<file path="src/rtl/array_frame_pkg.sv">
// Shared definitions for the frame accumulator.
//   state_t : LOAD / SUM / OUT controller states
//   D*_DEF, N : default frame geometry and element count
//   idx_w() : index width for a dimension (never below 1 bit)
//   sext()  : sign-extends the low iw bits of x to 64 bits
package array_frame_pkg;

   typedef enum logic [1:0] {LOAD, SUM, OUT} state_t;

   localparam int D0_DEF = 2;
   localparam int D1_DEF = 3;
   localparam int D2_DEF = 4;
   localparam int N      = D0_DEF * D1_DEF * D2_DEF;

   function automatic int idx_w(input int d);
      return (d <= 1) ? 1 : $clog2(d);
   endfunction

   // Move the sign bit to bit 63, then arithmetic-shift back down.
   function automatic logic [63:0] sext(input logic [63:0] x, input int unsigned iw);
      logic signed [63:0] t;
      t = $signed(x << (64 - iw));
      return 64'(t >>> (64 - iw));
   endfunction

endpackage

</file>
<file path="src/rtl/array_frame_idx_ctr.sv">
// Three-level wrapping index counter (i outer, j middle, k fastest).
//   clk, rst : clock, async active-high reset (indices to 0)
//   en       : advance one element
//   clr      : synchronous return to (0,0,0), wins over en
//   i, j, k  : current indices
//   last     : indices point at (D0-1, D1-1, D2-1)
module array_frame_idx_ctr
   import array_frame_pkg::*;
#(
   parameter int D0 = D0_DEF,
   parameter int D1 = D1_DEF,
   parameter int D2 = D2_DEF
) (
   input  logic                  clk,
   input  logic                  rst,
   input  logic                  en,
   input  logic                  clr,
   output logic [idx_w(D0)-1:0]  i,
   output logic [idx_w(D1)-1:0]  j,
   output logic [idx_w(D2)-1:0]  k,
   output logic                  last
);

   localparam int IW0 = idx_w(D0);
   localparam int IW1 = idx_w(D1);
   localparam int IW2 = idx_w(D2);
   localparam logic [IW0-1:0] I_MAX = IW0'(D0 - 1);
   localparam logic [IW1-1:0] J_MAX = IW1'(D1 - 1);
   localparam logic [IW2-1:0] K_MAX = IW2'(D2 - 1);

   logic [IW0-1:0] i_q, i_d;
   logic [IW1-1:0] j_q, j_d;
   logic [IW2-1:0] k_q, k_d;

   always_comb begin
      i_d = i_q;
      j_d = j_q;
      k_d = k_q;
      if (clr) begin
         i_d = '0;
         j_d = '0;
         k_d = '0;
      end else if (en) begin
         if (k_q == K_MAX) begin
            k_d = '0;
            if (j_q == J_MAX) begin
               j_d = '0;
               i_d = (i_q == I_MAX) ? '0 : i_q + 1'b1;
            end else begin
               j_d = j_q + 1'b1;
            end
         end else begin
            k_d = k_q + 1'b1;
         end
      end
   end

   always_ff @(posedge clk or posedge rst) begin
      if (rst) begin
         i_q <= '0;
         j_q <= '0;
         k_q <= '0;
      end else begin
         i_q <= i_d;
         j_q <= j_d;
         k_q <= k_d;
      end
   end

   assign i    = i_q;
   assign j    = j_q;
   assign k    = k_q;
   assign last = (i_q == I_MAX) && (j_q == J_MAX) && (k_q == K_MAX);

endmodule

</file>
<file path="src/rtl/array_frame_accum.sv">
// Loads a D0 x D1 x D2 frame of signed IW-bit elements (k fastest), then sums
// it one element per cycle into an OW-bit accumulator and offers the sum on a
// valid/ready port.
//   clk, rst            : clock, async active-high reset
//   in_valid/in_ready   : element stream handshake, in_data is the element
//   out_valid/out_ready : frame sum handshake, out_sum is the signed sum
//   busy                : summing or holding a result
//
//   state | meaning
//   LOAD  | accepting elements into the buffer
//   SUM   | adding one buffered element per cycle
//   OUT   | sum presented, waiting for out_ready
module array_frame_accum
   import array_frame_pkg::*;
#(
   parameter int D0 = D0_DEF,
   parameter int D1 = D1_DEF,
   parameter int D2 = D2_DEF,
   parameter int IW = 16,
   parameter int OW = 32
) (
   input  logic          clk,
   input  logic          rst,
   input  logic          in_valid,
   output logic          in_ready,
   input  logic [IW-1:0] in_data,
   output logic          out_valid,
   input  logic          out_ready,
   output logic [OW-1:0] out_sum,
   output logic          busy
);

   if (OW < IW) begin : g_ow_lt_iw
      $error("array_frame_accum: OW must be >= IW");
   end
   if (OW > 64) begin : g_ow_gt_64
      $error("array_frame_accum: OW must be <= 64");
   end

   state_t         state_q, state_d;
   logic [OW-1:0]  acc_q, acc_d;
   logic [OW-1:0]  out_sum_q, out_sum_d;
   logic           out_valid_q, out_valid_d;
   logic           in_ready_q, in_ready_d;

   logic                 ctr_en, ctr_clr, ctr_last;
   logic [idx_w(D0)-1:0] ctr_i;
   logic [idx_w(D1)-1:0] ctr_j;
   logic [idx_w(D2)-1:0] ctr_k;
   logic                 buf_we;
   logic [OW-1:0]        elem_ext;

   // No reset: every location is written during LOAD before SUM reads it.
   logic [IW-1:0] buf_q [D0][D1][D2];

   array_frame_idx_ctr #(.D0(D0), .D1(D1), .D2(D2)) u_idx (
      .clk  (clk),
      .rst  (rst),
      .en   (ctr_en),
      .clr  (ctr_clr),
      .i    (ctr_i),
      .j    (ctr_j),
      .k    (ctr_k),
      .last (ctr_last)
   );

   assign elem_ext = OW'(sext(64'(buf_q[ctr_i][ctr_j][ctr_k]), IW));

   always_comb begin
      state_d     = state_q;
      acc_d       = acc_q;
      out_sum_d   = out_sum_q;
      out_valid_d = out_valid_q;
      ctr_en      = 1'b0;
      ctr_clr     = 1'b0;
      buf_we      = 1'b0;
      case (state_q)
         LOAD: begin
            if (in_valid && in_ready_q) begin
               buf_we = 1'b1;
               ctr_en = 1'b1;
               if (ctr_last) state_d = SUM;
            end
         end
         SUM: begin
            // The counter wraps to (0,0,0) on the last element, ready for the next LOAD.
            acc_d  = acc_q + elem_ext;
            ctr_en = 1'b1;
            if (ctr_last) begin
               out_sum_d   = acc_d;
               out_valid_d = 1'b1;
               state_d     = OUT;
            end
         end
         OUT: begin
            if (out_ready) begin
               out_valid_d = 1'b0;
               acc_d       = '0;
               ctr_clr     = 1'b1;
               state_d     = LOAD;
            end
         end
         default: state_d = LOAD;
      endcase
      // Registered so it stays low for the first cycle after reset release.
      in_ready_d = (state_d == LOAD);
   end

   always_ff @(posedge clk or posedge rst) begin
      if (rst) begin
         state_q     <= LOAD;
         acc_q       <= '0;
         out_sum_q   <= '0;
         out_valid_q <= 1'b0;
         in_ready_q  <= 1'b0;
      end else begin
         state_q     <= state_d;
         acc_q       <= acc_d;
         out_sum_q   <= out_sum_d;
         out_valid_q <= out_valid_d;
         in_ready_q  <= in_ready_d;
      end
   end

   always_ff @(posedge clk) begin
      if (buf_we) buf_q[ctr_i][ctr_j][ctr_k] <= in_data;
   end

   assign in_ready  = in_ready_q;
   assign out_valid = out_valid_q;
   assign out_sum   = out_sum_q;
   assign busy      = (state_q == SUM) || (state_q == OUT);

endmodule
</file>
<file path="config.mk">
export PLATFORM = sky130hd
export DESIGN_NAME = array_frame_accum
export DESIGN_NICKNAME = d
export VERILOG_FILES = /design/src/rtl/array_frame_pkg.sv /design/src/rtl/array_frame_idx_ctr.sv /design/src/rtl/array_frame_accum.sv
export SDC_FILE = /design/constraint.sdc
export NUM_CORES = 1
export LEC_CHECK = 0
export BUFFER_PORTS_ARGS = -buffer_cell sky130_fd_sc_hd__buf_4
export CORE_ASPECT_RATIO = 1.75
export CORE_MARGIN = 5
export CORE_UTILIZATION = 55
export CTS_BUF_LIST = sky130_fd_sc_hd__clkbuf_16
export CTS_CLUSTER_DIAMETER = 30
export DETAILED_ROUTE_END_ITERATION = 7
export PLACE_DENSITY = 0.8
export SLEW_MARGIN = 10
export SYNTH_ARGS = -nofsm -noshare
export SYNTH_HDL_FRONTEND = slang
export SYNTH_SLANG_ARGS = --single-unit
</file>
<file path="constraint.sdc">
create_clock -name clk -period 5.85 [get_ports clk]
set_clock_uncertainty 0.15 [all_clocks]
set_input_delay 1.17 -clock clk [delete_from_list [all_inputs] [get_ports clk]]
set_output_delay 1.17 -clock clk [all_outputs]
set_load 0.01 [all_outputs]
</file>
==> summary.txt <==
Finish
  – Share of cells above drive strength 1: 0.1923
  – Antenna Cells: 0
  – Synthesis-to-finish area growth: 14.00%
  – Fill cells: 2423
  – Nets: 1449

CTS
  – CTS Hold Buffers Added: 0
  – Clock Latency Late Sink: 580 ps
  – Postcts setup bufs: 0
  – CTS tree: built
  – Post-cts resize count: 0
  – CTS Buf Count: 46
  – Root buffer cell: clkbuf_16
  – Htree depth: 2
  – Worst-path clk slew: 60 ps
  – CTS max path bufs: 3
  – CTS sink count: about 460

Floorplan
  – Die height: 260.8 µm
  – Full die area: 39990 µm²
  – Initial Util: 0.5523
  – Row Count: around 90
  – Core area: 35800 µm²
  – # IOs: 55
  – Die X: 153.3 µm

Critical path
  – CP endpoint kind: flip-flop
  – Start of the worst register-to-register path: u_idx.i$_DFFE_PP0P_
  – CP startpoint: u_idx.i$_DFFE_PP0P_
  – CP startpoint kind: flip-flop
  – Critical Path RT: 6140 ps
  – Critical Path Fanout Max: 35
  – Worst EP arrival: ~5500 ps
  – WS Path Type: flip-flop to flip-flop

Status
  – Outcome: complete, no violations

Place
  – Port Buf Inserts: 54
  – DP Wirelength: 31.15 mm
  – GPL Wtd Cong: about 0.9

Detailed routing
  – Via Count: 12070
  – # DRC: 0
  – Starting DRT DRC Count: 1039
  – Wire length per cell: 24.96 µm
  – Vias per cell: 6.367
  – Post-Route WL: 47.30 mm
  – Post-route ant nets: 0
  – First-pass DRT Iterations: 5

Yosys
  – Ys flop type: edfxtp_1
  – Post-Syn Area: 19770 µm²
  – Synth Register Bits: 457
  – Post-synthesis async set-or-reset flop share: 0.1597
  – Syn_nets: 1368
  – Post-synth EDFFs: 384
  – Mapped Cells: between 1000 and 1500
  – Seq/Total Area, Yosys: 0.6756
  – Synth Area per Inst: about 15 µm²
  – Synth cell types: 68
  – Yosys warns: 0

STA
  – Final Critical Period: 5246 ps
  – Slew at the pin with the worst max-slew slack: ~1000 ps
  – Final Hold Fails: 0
  – Setup violators final: 0
  – Fmax: about 0.19 GHz
  – RSZ-0062 raised after global routing: false
  – Rel. slew slack: 0.3526
  – Setup TNS: 0 ps
  – Pins Over Slew Limit: 0
  – Tcrit/Tclk final: 0.8967

Pwr
  – Switch Pwr: between 4 and 5 mW
  – Leakage: 8.111 nW
  – Clock share of power: 0.271
  – Total power: 11.06 mW
  – Int Pwr: 7.005 mW
  – Max VDD drop: approximately 0.00026 V
  – Power density over the cells: 490.5 nW/µm²
  – Sw Ratio: 0.3664
  – Sequential power share: 0.358
  – Comb power frac: 0.371

GRT
  – Initial antenna violation count: 0
  – Largest net degree at the start of global routing: 74
  – Global-route wire length before repair: 73.15 mm
  – Gr usage total: 0.2378
  – Remaining Overflow, GRT: 0
  – Vias in the first global route: about 13000

Min path
  – Hold/Removal Path Class: flip-flop to flip-flop
  – Worst hold start: out_sum[14]$_DFFE_PP0P_

Run
  – Max_cap viols: 0
cell usage in the layout (no fill, tap or decap), drive strengths merged, types with 5 or more instances in the layout:
cell type	Yosys	routed
xor2	9	9
mux2i	68	68
o22ai	11	11
inv	45	57
or3	5	5
nand2	127	127
nor2	54	54
xnor2	13	13
a22o	16	16
clkbuf	49	47
nand2b	7	7
o21a	9	9
and3	7	7
a31o	6	6
mux4	66	66
o211ai	20	20
o221ai	21	21
clkinv	1	18
o21ai	86	86
o31ai	7	7
buf	26	108
o2111ai	8	8
nand4	9	9
edfxtp	384	384
ha	39	39
a21o	14	14
nand3	12	12
and2	5	5
a21oi	38	38
mux2	7	7
dfrtp	73	73
nor3	14	14
power by group through the flow:
stage | clock [mW] | combinational (mW) | sequential [mW]
final | 3.00 | 4.10 | 3.96
after detailed placement | 0 | 4.03 | 4.03
after floorplan | 0 | 2.89 | 3.92
after global routing | 3.18 | 4.41 | 3.99
after CTS | 3.03 | 4.06 | 3.96
after global placement | 0 | 3.92 | 4.01
synth_stat cells (12+ instances only):
cell      number  area [µm²]
dfrtp_1       73        1827
nand3_1       12       60.06
ha_1          39       488.0
nor2_1        54       202.7
edfxtp_1     384       11530
inv_1         45       168.9
nand2_1      127       476.7
a21oi_1       38       190.2
a21o_1        14       105.1
clkbuf_1      49       183.9
mux4_2        66        1486
buf_2         14       70.07
a22o_1        16       140.1
o211ai_1      20       150.1
o21ai_1       42       210.2
o221ai_1      21       183.9
mux2i_1       68       680.7
nor3_1        14       70.07
o21ai_0       44       220.2
xnor2_1       13       113.9
metrics by stage:
stage	setup slack [ps]	cells	hold slack [ps]	instance area, µm²	util
2_1_floorplan	1242	1308	305.5	19770	-
3_3_place_gp	814.3	1811	318.0	20960	0.5856
3_5_place_dp	718.9	1811	320.9	20960	0.5856
4_1_cts	656.3	1895	336.3	22540	0.6296
5_1_grt	326.7	1895	358.6	22540	0.6296
6_report	604.0	1895	334.3	22540	0.6296
state kept, by name (all words and copies together), names as in the netlist:
register / cells
acc_q: 32
in_ready: 1
state_q: 2
out_sum: 32
out_valid: 1
u_idx.i: 1
u_idx.k: 2
u_idx.j: 2
buf_q: 384
final timing paths:
check / end / slack, ps / cells after the start
worst max-delay path: acc_q[27]$_DFFE_PP0P_ / 600 / 14
worst min-delay path: out_sum[14]$_DFFE_PP0P_ / 330 / 2
worst max register to register: acc_q[27]$_DFFE_PP0P_ / 600 / 14
worst min register to register: out_sum[14]$_DFFE_PP0P_ / 330 / 2
max in group asynchronous: u_idx.i$_DFFE_PP0P_ / 4090 / 3
min in group asynchronous: acc_q[29]$_DFFE_PP0P_ / 730 / 3
worst max-delay path: stages (launching register included):
cell	delay, ps
dfrtp_4	890
buf_12	300
mux4_2	550
nand2_1	80
o21ai_0	120
o21ai_0	340
o21ai_1	110
ha_1	390
a21o_1	230
a31o_2	250
nor4b_1	400
nor4_1	170
o31ai_1	580
nand3_1	210
a32o_1	310
area by class of cell:
type	instances	area, µm²	area share
clock inverter	37	401.6	0.01782
timing repair buffer	108	860.8	0.03819
inverter	46	173.9	0.007716
tap	470	588.1	0.02609
clock buffer	47	1176	0.05218
multi-input combinational	730	5976	0.2651
sequential	457	13360	0.5929
cells by family (layout without fill, tap and decap cells):
kind of cell	count (synthesis)	count (layout)	share of synthesized area
DFF	457	457	0.6756
and+or+nand+nor	258	258	0.05853
xor gates and xnor gates	22	22	0.009745
adders and majority gates	40	40	0.02569
buffers and inverters	121	238	0.02424
AOI/OAI and AO/OA	269	269	0.09264
muxes	141	141	0.1136
routing by layer:
metal	up-vias	wire, µm	global-route usage
met5	-	0	0
met4	0	2541	0.1205
met1	6086	15950	0.2635
met2	552	26010	0.4415
met3	158	2792	0.03584
li1	5270	-	-
Power figures use the tool's default switching activity.
